**src/rtl/hazard_ctrl_if.sv**
```systemverilog
// Hazard controller bus: per-stage register-file hazard info coming in from the
// pipeline, stall/flush/freeze and forwarding controls going back out.
interface hazard_ctrl_if #(
  parameter int CNT_W = 16
);
  logic [4:0]       id_rs1_addr;
  logic [4:0]       id_rs2_addr;
  logic             id_rs1_used;
  logic             id_rs2_used;
  logic [4:0]       ex_rs1_addr;
  logic [4:0]       ex_rs2_addr;
  logic             ex_reg_write_enable;
  logic [4:0]       ex_reg_write_addr;
  logic             ex_is_load;
  logic             mem_reg_write_enable;
  logic [4:0]       mem_reg_write_addr;
  logic             wb_reg_write_enable;
  logic [4:0]       wb_reg_write_addr;
  logic             branch_taken;
  logic             dmem_busy;
  logic             stall_flag;
  logic             branch_flag;
  logic             freeze;
  logic [1:0]       fwd_sel_1;
  logic [1:0]       fwd_sel_2;
  logic [CNT_W-1:0] stall_count;
  logic [CNT_W-1:0] flush_count;

  // Pipeline side: supplies stage info, consumes controls.
  modport master (
    output id_rs1_addr, id_rs2_addr, id_rs1_used, id_rs2_used,
           ex_rs1_addr, ex_rs2_addr, ex_reg_write_enable, ex_reg_write_addr, ex_is_load,
           mem_reg_write_enable, mem_reg_write_addr, wb_reg_write_enable, wb_reg_write_addr,
           branch_taken, dmem_busy,
    input  stall_flag, branch_flag, freeze, fwd_sel_1, fwd_sel_2, stall_count, flush_count
  );

  // Controller side.
  modport slave (
    input  id_rs1_addr, id_rs2_addr, id_rs1_used, id_rs2_used,
           ex_rs1_addr, ex_rs2_addr, ex_reg_write_enable, ex_reg_write_addr, ex_is_load,
           mem_reg_write_enable, mem_reg_write_addr, wb_reg_write_enable, wb_reg_write_addr,
           branch_taken, dmem_busy,
    output stall_flag, branch_flag, freeze, fwd_sel_1, fwd_sel_2, stall_count, flush_count
  );
endinterface

```
**src/rtl/hazard_ctrl.sv**
```systemverilog
// Pipeline hazard controller: load-use stall, taken-branch flush, data-memory
// freeze, EX operand forwarding and saturating stall/flush counters.
// All controls are combinational from state + inputs so they act this cycle.
module hazard_ctrl #(
  parameter int CNT_W = 16
) (
  input logic          clk,
  input logic          rst,
  hazard_ctrl_if.slave bus
);
  typedef enum logic [1:0] {RUN, LOAD_STALL, MEM_WAIT} state_t;

  state_t           state, state_nxt;
  logic             pending, pending_nxt;
  logic             load_use, branch;
  logic             stall_flag, branch_flag, freeze;
  logic [1:0]       fwd_sel_1, fwd_sel_2;
  logic [CNT_W-1:0] stall_count, flush_count;

  // Forward source for one EX operand; MEM result is newer, so it wins over WB.
  function automatic logic [1:0] fwd_pick(input logic [4:0] rs,
                                          input logic mem_we, input logic [4:0] mem_wa,
                                          input logic wb_we,  input logic [4:0] wb_wa);
    if (mem_we && mem_wa != 5'd0 && mem_wa == rs)   fwd_pick = 2'd1;
    else if (wb_we && wb_wa != 5'd0 && wb_wa == rs) fwd_pick = 2'd2;
    else                                            fwd_pick = 2'd0;
  endfunction

  // Hazard detection terms.
  always_comb begin
    load_use = bus.ex_is_load && bus.ex_reg_write_enable && bus.ex_reg_write_addr != 5'd0 &&
               ((bus.id_rs1_used && bus.id_rs1_addr == bus.ex_reg_write_addr) ||
                (bus.id_rs2_used && bus.id_rs2_addr == bus.ex_reg_write_addr));
    branch   = bus.branch_taken || pending;
  end

  // Control decode and next state; priority is memory wait, then branch, then load-use.
  always_comb begin
    stall_flag  = 1'b0;
    branch_flag = 1'b0;
    freeze      = 1'b0;
    state_nxt   = state;
    pending_nxt = pending;
    if (!rst) begin
      case (state)
        RUN, LOAD_STALL: begin
          if (bus.dmem_busy) begin
            // A branch resolving while frozen must not be lost; replay it later.
            freeze      = 1'b1;
            pending_nxt = pending || bus.branch_taken;
            state_nxt   = MEM_WAIT;
          end else if (branch) begin
            branch_flag = 1'b1;
            pending_nxt = 1'b0;
            state_nxt   = RUN;
          end else if (load_use && state == RUN) begin
            // The bubble already separates load and consumer, so LOAD_STALL ignores load_use.
            stall_flag  = 1'b1;
            state_nxt   = LOAD_STALL;
          end else begin
            state_nxt   = RUN;
          end
        end
        MEM_WAIT: begin
          if (bus.dmem_busy) begin
            freeze      = 1'b1;
            pending_nxt = pending || bus.branch_taken;
          end else begin
            state_nxt = RUN;
            if (branch) begin
              branch_flag = 1'b1;
              pending_nxt = 1'b0;
            end
          end
        end
        default: state_nxt = RUN;
      endcase
    end
  end

  // Operand forwarding, held at regfile during reset.
  always_comb begin
    fwd_sel_1 = 2'd0;
    fwd_sel_2 = 2'd0;
    if (!rst) begin
      fwd_sel_1 = fwd_pick(bus.ex_rs1_addr, bus.mem_reg_write_enable, bus.mem_reg_write_addr,
                           bus.wb_reg_write_enable, bus.wb_reg_write_addr);
      fwd_sel_2 = fwd_pick(bus.ex_rs2_addr, bus.mem_reg_write_enable, bus.mem_reg_write_addr,
                           bus.wb_reg_write_enable, bus.wb_reg_write_addr);
    end
  end

  // FSM state and pending-branch bit.
  always_ff @(posedge clk or posedge rst) begin
    if (rst) begin
      state   <= RUN;
      pending <= 1'b0;
    end else begin
      state   <= state_nxt;
      pending <= pending_nxt;
    end
  end

  // Saturating performance counters.
  always_ff @(posedge clk or posedge rst) begin
    if (rst) begin
      stall_count <= '0;
      flush_count <= '0;
    end else begin
      if ((stall_flag || freeze) && stall_count != '1) stall_count <= stall_count + 1'b1;
      if (branch_flag && flush_count != '1)            flush_count <= flush_count + 1'b1;
    end
  end

  assign bus.stall_flag  = stall_flag;
  assign bus.branch_flag = branch_flag;
  assign bus.freeze      = freeze;
  assign bus.fwd_sel_1   = fwd_sel_1;
  assign bus.fwd_sel_2   = fwd_sel_2;
  assign bus.stall_count = stall_count;
  assign bus.flush_count = flush_count;
endmodule

```
**src/flat_wrapper.sv**
```systemverilog
// flat-port wrapper written by rule: the top's interface ports become plain ports
module hazard_ctrl_flat 
#(
  parameter int CNT_W = 16
)
  (clk, rst, bus_id_rs1_addr, bus_id_rs2_addr, bus_id_rs1_used, bus_id_rs2_used, bus_ex_rs1_addr, bus_ex_rs2_addr, bus_ex_reg_write_enable, bus_ex_reg_write_addr, bus_ex_is_load, bus_mem_reg_write_enable, bus_mem_reg_write_addr, bus_wb_reg_write_enable, bus_wb_reg_write_addr, bus_branch_taken, bus_dmem_busy, bus_stall_flag, bus_branch_flag, bus_freeze, bus_fwd_sel_1, bus_fwd_sel_2, bus_stall_count, bus_flush_count);
  hazard_ctrl_if #(.CNT_W(CNT_W)) bus_i ();
  input logic clk;
  input logic rst;
  input wire logic [$bits(bus_i.id_rs1_addr)-1:0] bus_id_rs1_addr;
  input wire logic [$bits(bus_i.id_rs2_addr)-1:0] bus_id_rs2_addr;
  input wire logic [$bits(bus_i.id_rs1_used)-1:0] bus_id_rs1_used;
  input wire logic [$bits(bus_i.id_rs2_used)-1:0] bus_id_rs2_used;
  input wire logic [$bits(bus_i.ex_rs1_addr)-1:0] bus_ex_rs1_addr;
  input wire logic [$bits(bus_i.ex_rs2_addr)-1:0] bus_ex_rs2_addr;
  input wire logic [$bits(bus_i.ex_reg_write_enable)-1:0] bus_ex_reg_write_enable;
  input wire logic [$bits(bus_i.ex_reg_write_addr)-1:0] bus_ex_reg_write_addr;
  input wire logic [$bits(bus_i.ex_is_load)-1:0] bus_ex_is_load;
  input wire logic [$bits(bus_i.mem_reg_write_enable)-1:0] bus_mem_reg_write_enable;
  input wire logic [$bits(bus_i.mem_reg_write_addr)-1:0] bus_mem_reg_write_addr;
  input wire logic [$bits(bus_i.wb_reg_write_enable)-1:0] bus_wb_reg_write_enable;
  input wire logic [$bits(bus_i.wb_reg_write_addr)-1:0] bus_wb_reg_write_addr;
  input wire logic [$bits(bus_i.branch_taken)-1:0] bus_branch_taken;
  input wire logic [$bits(bus_i.dmem_busy)-1:0] bus_dmem_busy;
  output wire logic [$bits(bus_i.stall_flag)-1:0] bus_stall_flag;
  output wire logic [$bits(bus_i.branch_flag)-1:0] bus_branch_flag;
  output wire logic [$bits(bus_i.freeze)-1:0] bus_freeze;
  output wire logic [$bits(bus_i.fwd_sel_1)-1:0] bus_fwd_sel_1;
  output wire logic [$bits(bus_i.fwd_sel_2)-1:0] bus_fwd_sel_2;
  output wire logic [$bits(bus_i.stall_count)-1:0] bus_stall_count;
  output wire logic [$bits(bus_i.flush_count)-1:0] bus_flush_count;
  assign bus_i.id_rs1_addr = bus_id_rs1_addr;
  assign bus_i.id_rs2_addr = bus_id_rs2_addr;
  assign bus_i.id_rs1_used = bus_id_rs1_used;
  assign bus_i.id_rs2_used = bus_id_rs2_used;
  assign bus_i.ex_rs1_addr = bus_ex_rs1_addr;
  assign bus_i.ex_rs2_addr = bus_ex_rs2_addr;
  assign bus_i.ex_reg_write_enable = bus_ex_reg_write_enable;
  assign bus_i.ex_reg_write_addr = bus_ex_reg_write_addr;
  assign bus_i.ex_is_load = bus_ex_is_load;
  assign bus_i.mem_reg_write_enable = bus_mem_reg_write_enable;
  assign bus_i.mem_reg_write_addr = bus_mem_reg_write_addr;
  assign bus_i.wb_reg_write_enable = bus_wb_reg_write_enable;
  assign bus_i.wb_reg_write_addr = bus_wb_reg_write_addr;
  assign bus_i.branch_taken = bus_branch_taken;
  assign bus_i.dmem_busy = bus_dmem_busy;
  assign bus_stall_flag = bus_i.stall_flag;
  assign bus_branch_flag = bus_i.branch_flag;
  assign bus_freeze = bus_i.freeze;
  assign bus_fwd_sel_1 = bus_i.fwd_sel_1;
  assign bus_fwd_sel_2 = bus_i.fwd_sel_2;
  assign bus_stall_count = bus_i.stall_count;
  assign bus_flush_count = bus_i.flush_count;
  hazard_ctrl #(.CNT_W(CNT_W)) u_core (.clk(clk), .rst(rst), .bus(bus_i));
endmodule
```
**config.mk**
```make
export PLATFORM = sky130hd
export DESIGN_NAME = hazard_ctrl_flat
export DESIGN_NICKNAME = d
export VERILOG_FILES = /design/src/rtl/hazard_ctrl_if.sv /design/src/rtl/hazard_ctrl.sv /design/src/flat_wrapper.sv
export SDC_FILE = /design/constraint.sdc
export NUM_CORES = 1
export LEC_CHECK = 0
export BUFFER_PORTS_ARGS = -buffer_cell sky130_fd_sc_hd__buf_2
export CAP_MARGIN = 20
export CORE_MARGIN = 2
export CORE_UTILIZATION = 50
export CTS_CLUSTER_DIAMETER = 200
export DETAILED_ROUTE_END_ITERATION = 12
export PLACE_DENSITY = 0.82
export SYNTH_ARGS = -nofsm -noshare
export SYNTH_HDL_FRONTEND = slang
export SYNTH_SLANG_ARGS = --single-unit
```
**constraint.sdc**
```tcl
create_clock -name clk -period 6.2 [get_ports clk]
set_input_delay 1.24 -clock clk [delete_from_list [all_inputs] [get_ports clk]]
set_output_delay 1.24 -clock clk [all_outputs]
set_load 0.03 [all_outputs]
```
==> run summary <==
CP required -> 4.96 ns
Final core occ -> 66.88%
Leak -> 1.331 nW
Global-route usage over all layers -> 19.99%
I/O Buffers -> 83
Area occupied by registers -> 875.8 sq um
# setup viols final -> 0
Largest area contributor in the netlist -> dfrtp_1
WL per Instance -> 12.99 microns
Largest cells by area after synthesis -> dfrtp_1 41%, xnor2_1 13%, xor2_1 10%
Die width -> 69.51 microns
Syn nets -> 266
Multi-input logic area -> 1209 sq um
Total of max-cap violations -> 0
Metal3 WL -> 299 microns
Fmax -> 243.1 MHz
Synth top area share -> 40.82%
Number of global-route vias before repair -> 1827
Status -> completed
Skew-Pair Late Insertion Delay -> 0.29 ns
TritonCTS Sinks -> 35
First-pass GRT wire length -> 7872 microns
Routability Congestion -> 0.7778
Layout cells sized above 1 -> 34.53%
Area Overhead vs Synth -> 26.47%
Top Ports -> 84
Hold Buf Count CTS -> 0
Fill cell count -> 336
Post-Route WL -> 4639 microns
Post-synthesis cell area -> 2146 sq um
Initial core utilization -> 52.88%
DRT Pass-1 Iters -> 4
Antenna Nets Post-Route -> 0
Mapped Avg Cell Area -> 9.798 sq um
Critical path fanouts, max -> 4
FF+latch count, synth -> 35
CTS Root Cell -> clkbuf_8
Final hold violations -> 0
DRT met1 WL -> 1870 microns
Worst setup SP type -> input port
CP cell instances -> buf_2 > or4_1 > o21ai_0 > nor3_1 > nor4_1 > buf_2
P per Cell Area -> 306.0 nW/um^2
Register area share after synthesis -> 40.82%
Initial antenna violation count -> 0
Worst endpoint data arrival time -> 2.87 ns
CP delay by family, top -> simple AND/OR/NAND/NOR gates
Initial DRC count -> 99
Most frequent cell after synthesis -> dfrtp_1
Vias per cell -> 5.300
Max IR drop VDD -> 0.0001284 V
Post-CTS Setup Bufs -> 0
Yosys warns -> 0
Max incr delay on CP -> 0.51 ns
Die area -> 4832 sq um
Worst path most repeated cell -> buf_2
Setup Skew -> 0.006939 ns
CTS clk-pin slew, worst paths -> 0.07 ns
Metal2 WL -> 2376 microns
CTS tree -> yes
Rows -> 23
Via count -> 1892
Post-synth ARST share -> 100.0%
Slew headroom -> 48.42%
H-tree depth -> 2
Post_cts resized -> 0
CTS Buffer Depth -> 2
Mapped Cells -> 219
Core ar. -> 4058 sq um
Highest-delay cell along the critical path -> or4_1
RSZ-0062 raised after global routing -> false
Ant diodes -> 0
Sum Neg Setup Slack -> 0 ns
Dominant synthesized flop cell -> dfrtp_1
Setup Crit Path Kind -> in -> out
Post-DP HPWL -> 3683 microns
CP Buf/Inv Count -> 2
Element type at the critical path end -> primary output
Actual slew at the worst max-slew pin -> 0.7736 ns
EDFF count, synth -> 0
Yosys cell types -> 38
Die height -> 69.51 microns
DRC -> 0
Largest net degree at the start of global routing -> 36
GRT Residual Overflow -> 0
Top sig layer -> met4
TritonCTS Buffers -> 5
Hold Crit Class -> reg -> reg
Fin crit share -> 66.34%
Final slew viol count -> 0
List of most frequent post-synthesis cells -> 35 x dfrtp_1, 31 x xnor2_1, 25 x xor2_1
Nets -> 353
Min Tclk post-route -> 4.113 ns
[worst paths after layout]
| path | slack (ns) | to | start | depth (start not counted) |
|---|---|---|---|---|
| min | 0.49 | u_core.bus.stall_count[8] | u_core.bus.stall_count[8] | 1 |
| max reg2reg | 4.07 | u_core.bus.stall_count[1] | u_core.bus.stall_count[4] | 6 |
| min reg2reg | 0.49 | u_core.bus.stall_count[8] | u_core.bus.stall_count[8] | 1 |
| min in group asynchronous | 1.15 | u_core.bus.stall_count[2] | rst | 3 |
| max in group asynchronous | 4.74 | u_core.bus.stall_count[14] | rst | 3 |
| max | 2.09 | bus_fwd_sel_2[1] | bus_mem_reg_write_addr[0] | 6 |
[area by class of cell]
cell class	count	share of cell area [%]
Multi-Input combinational cell	173	44.54
Sequential cell	35	32.27
Timing Repair Buffer	84	15.58
Clock buffer	6	3.043
Tap cell	50	2.305
Clock inverter	2	1.291
Inverter	7	0.9682
[cell families (layout without fill, tap and decap cells)]
kind of cell,Yosys count,in the layout,share of synthesized area [%]
and+or+nand+nor,97,97,25.60
buffers and inverters,11,99,2.857
xor gates and xnor gates,56,56,22.86
AOI/OAI and AO/OA,15,15,5.132
muxes,3,3,1.574
adders and majority gates,2,2,1.166
DFF,35,35,40.82
[placed cells by master (no fill, tap or decap), types with 2 or more instances in the layout]
master and n:
nor4_1 6, mux2_2 3, a21oi_2 2, xnor2_1 31, ha_1 2, a21o_2 2, o21ai_0 2, a21oi_1 3
xor2_1 25, buf_2 83, nor3_1 15, nor2_1 17, and3_1 2, or4_1 3, nand3_1 16, dfrtp_1 35
nand4_1 6, and2_1 4, inv_1 7, nand2_1 18, clkbuf_8 6
[state kept, by name (all words and copies together), names as in the netlist]
name                    flops
u_core.bus.flush_count     16
u_core.bus.stall_count     16
u_core.state                2
u_core.pending              1
[stage by stage]
step                area (sq um)  std cells  setup WS, ns  total power [mW]  hold slack (ns)
finish                      2714        357         2.087            0.8304           0.4904
detailed placement          2596        349         2.088            0.6237           0.4815
floorplan                   2146        219         1.177            0.5250           0.4989
CTS                         2714        357         2.083            0.8367           0.4926
global route                2714        357         2.009            0.8710           0.5076
global placement            2596        349         2.157            0.6130           0.4762
[report_power, final]
group / switching, mW / internal [mW] / total, mW
clock network: 0.0816 / 0.130 / 0.212
registers: 0.0669 / 0.274 / 0.341
logic: 0.179 / 0.0984 / 0.278
[metal layers]
metal  up-vias  global-route usage (%)
met3         9                   5.233
met5         -                       0
met1       881                   22.74
met4         0                   7.843
li1        935                       -
met2        67                   35.58
Note: power is estimated with default switching activity, not from simulation.
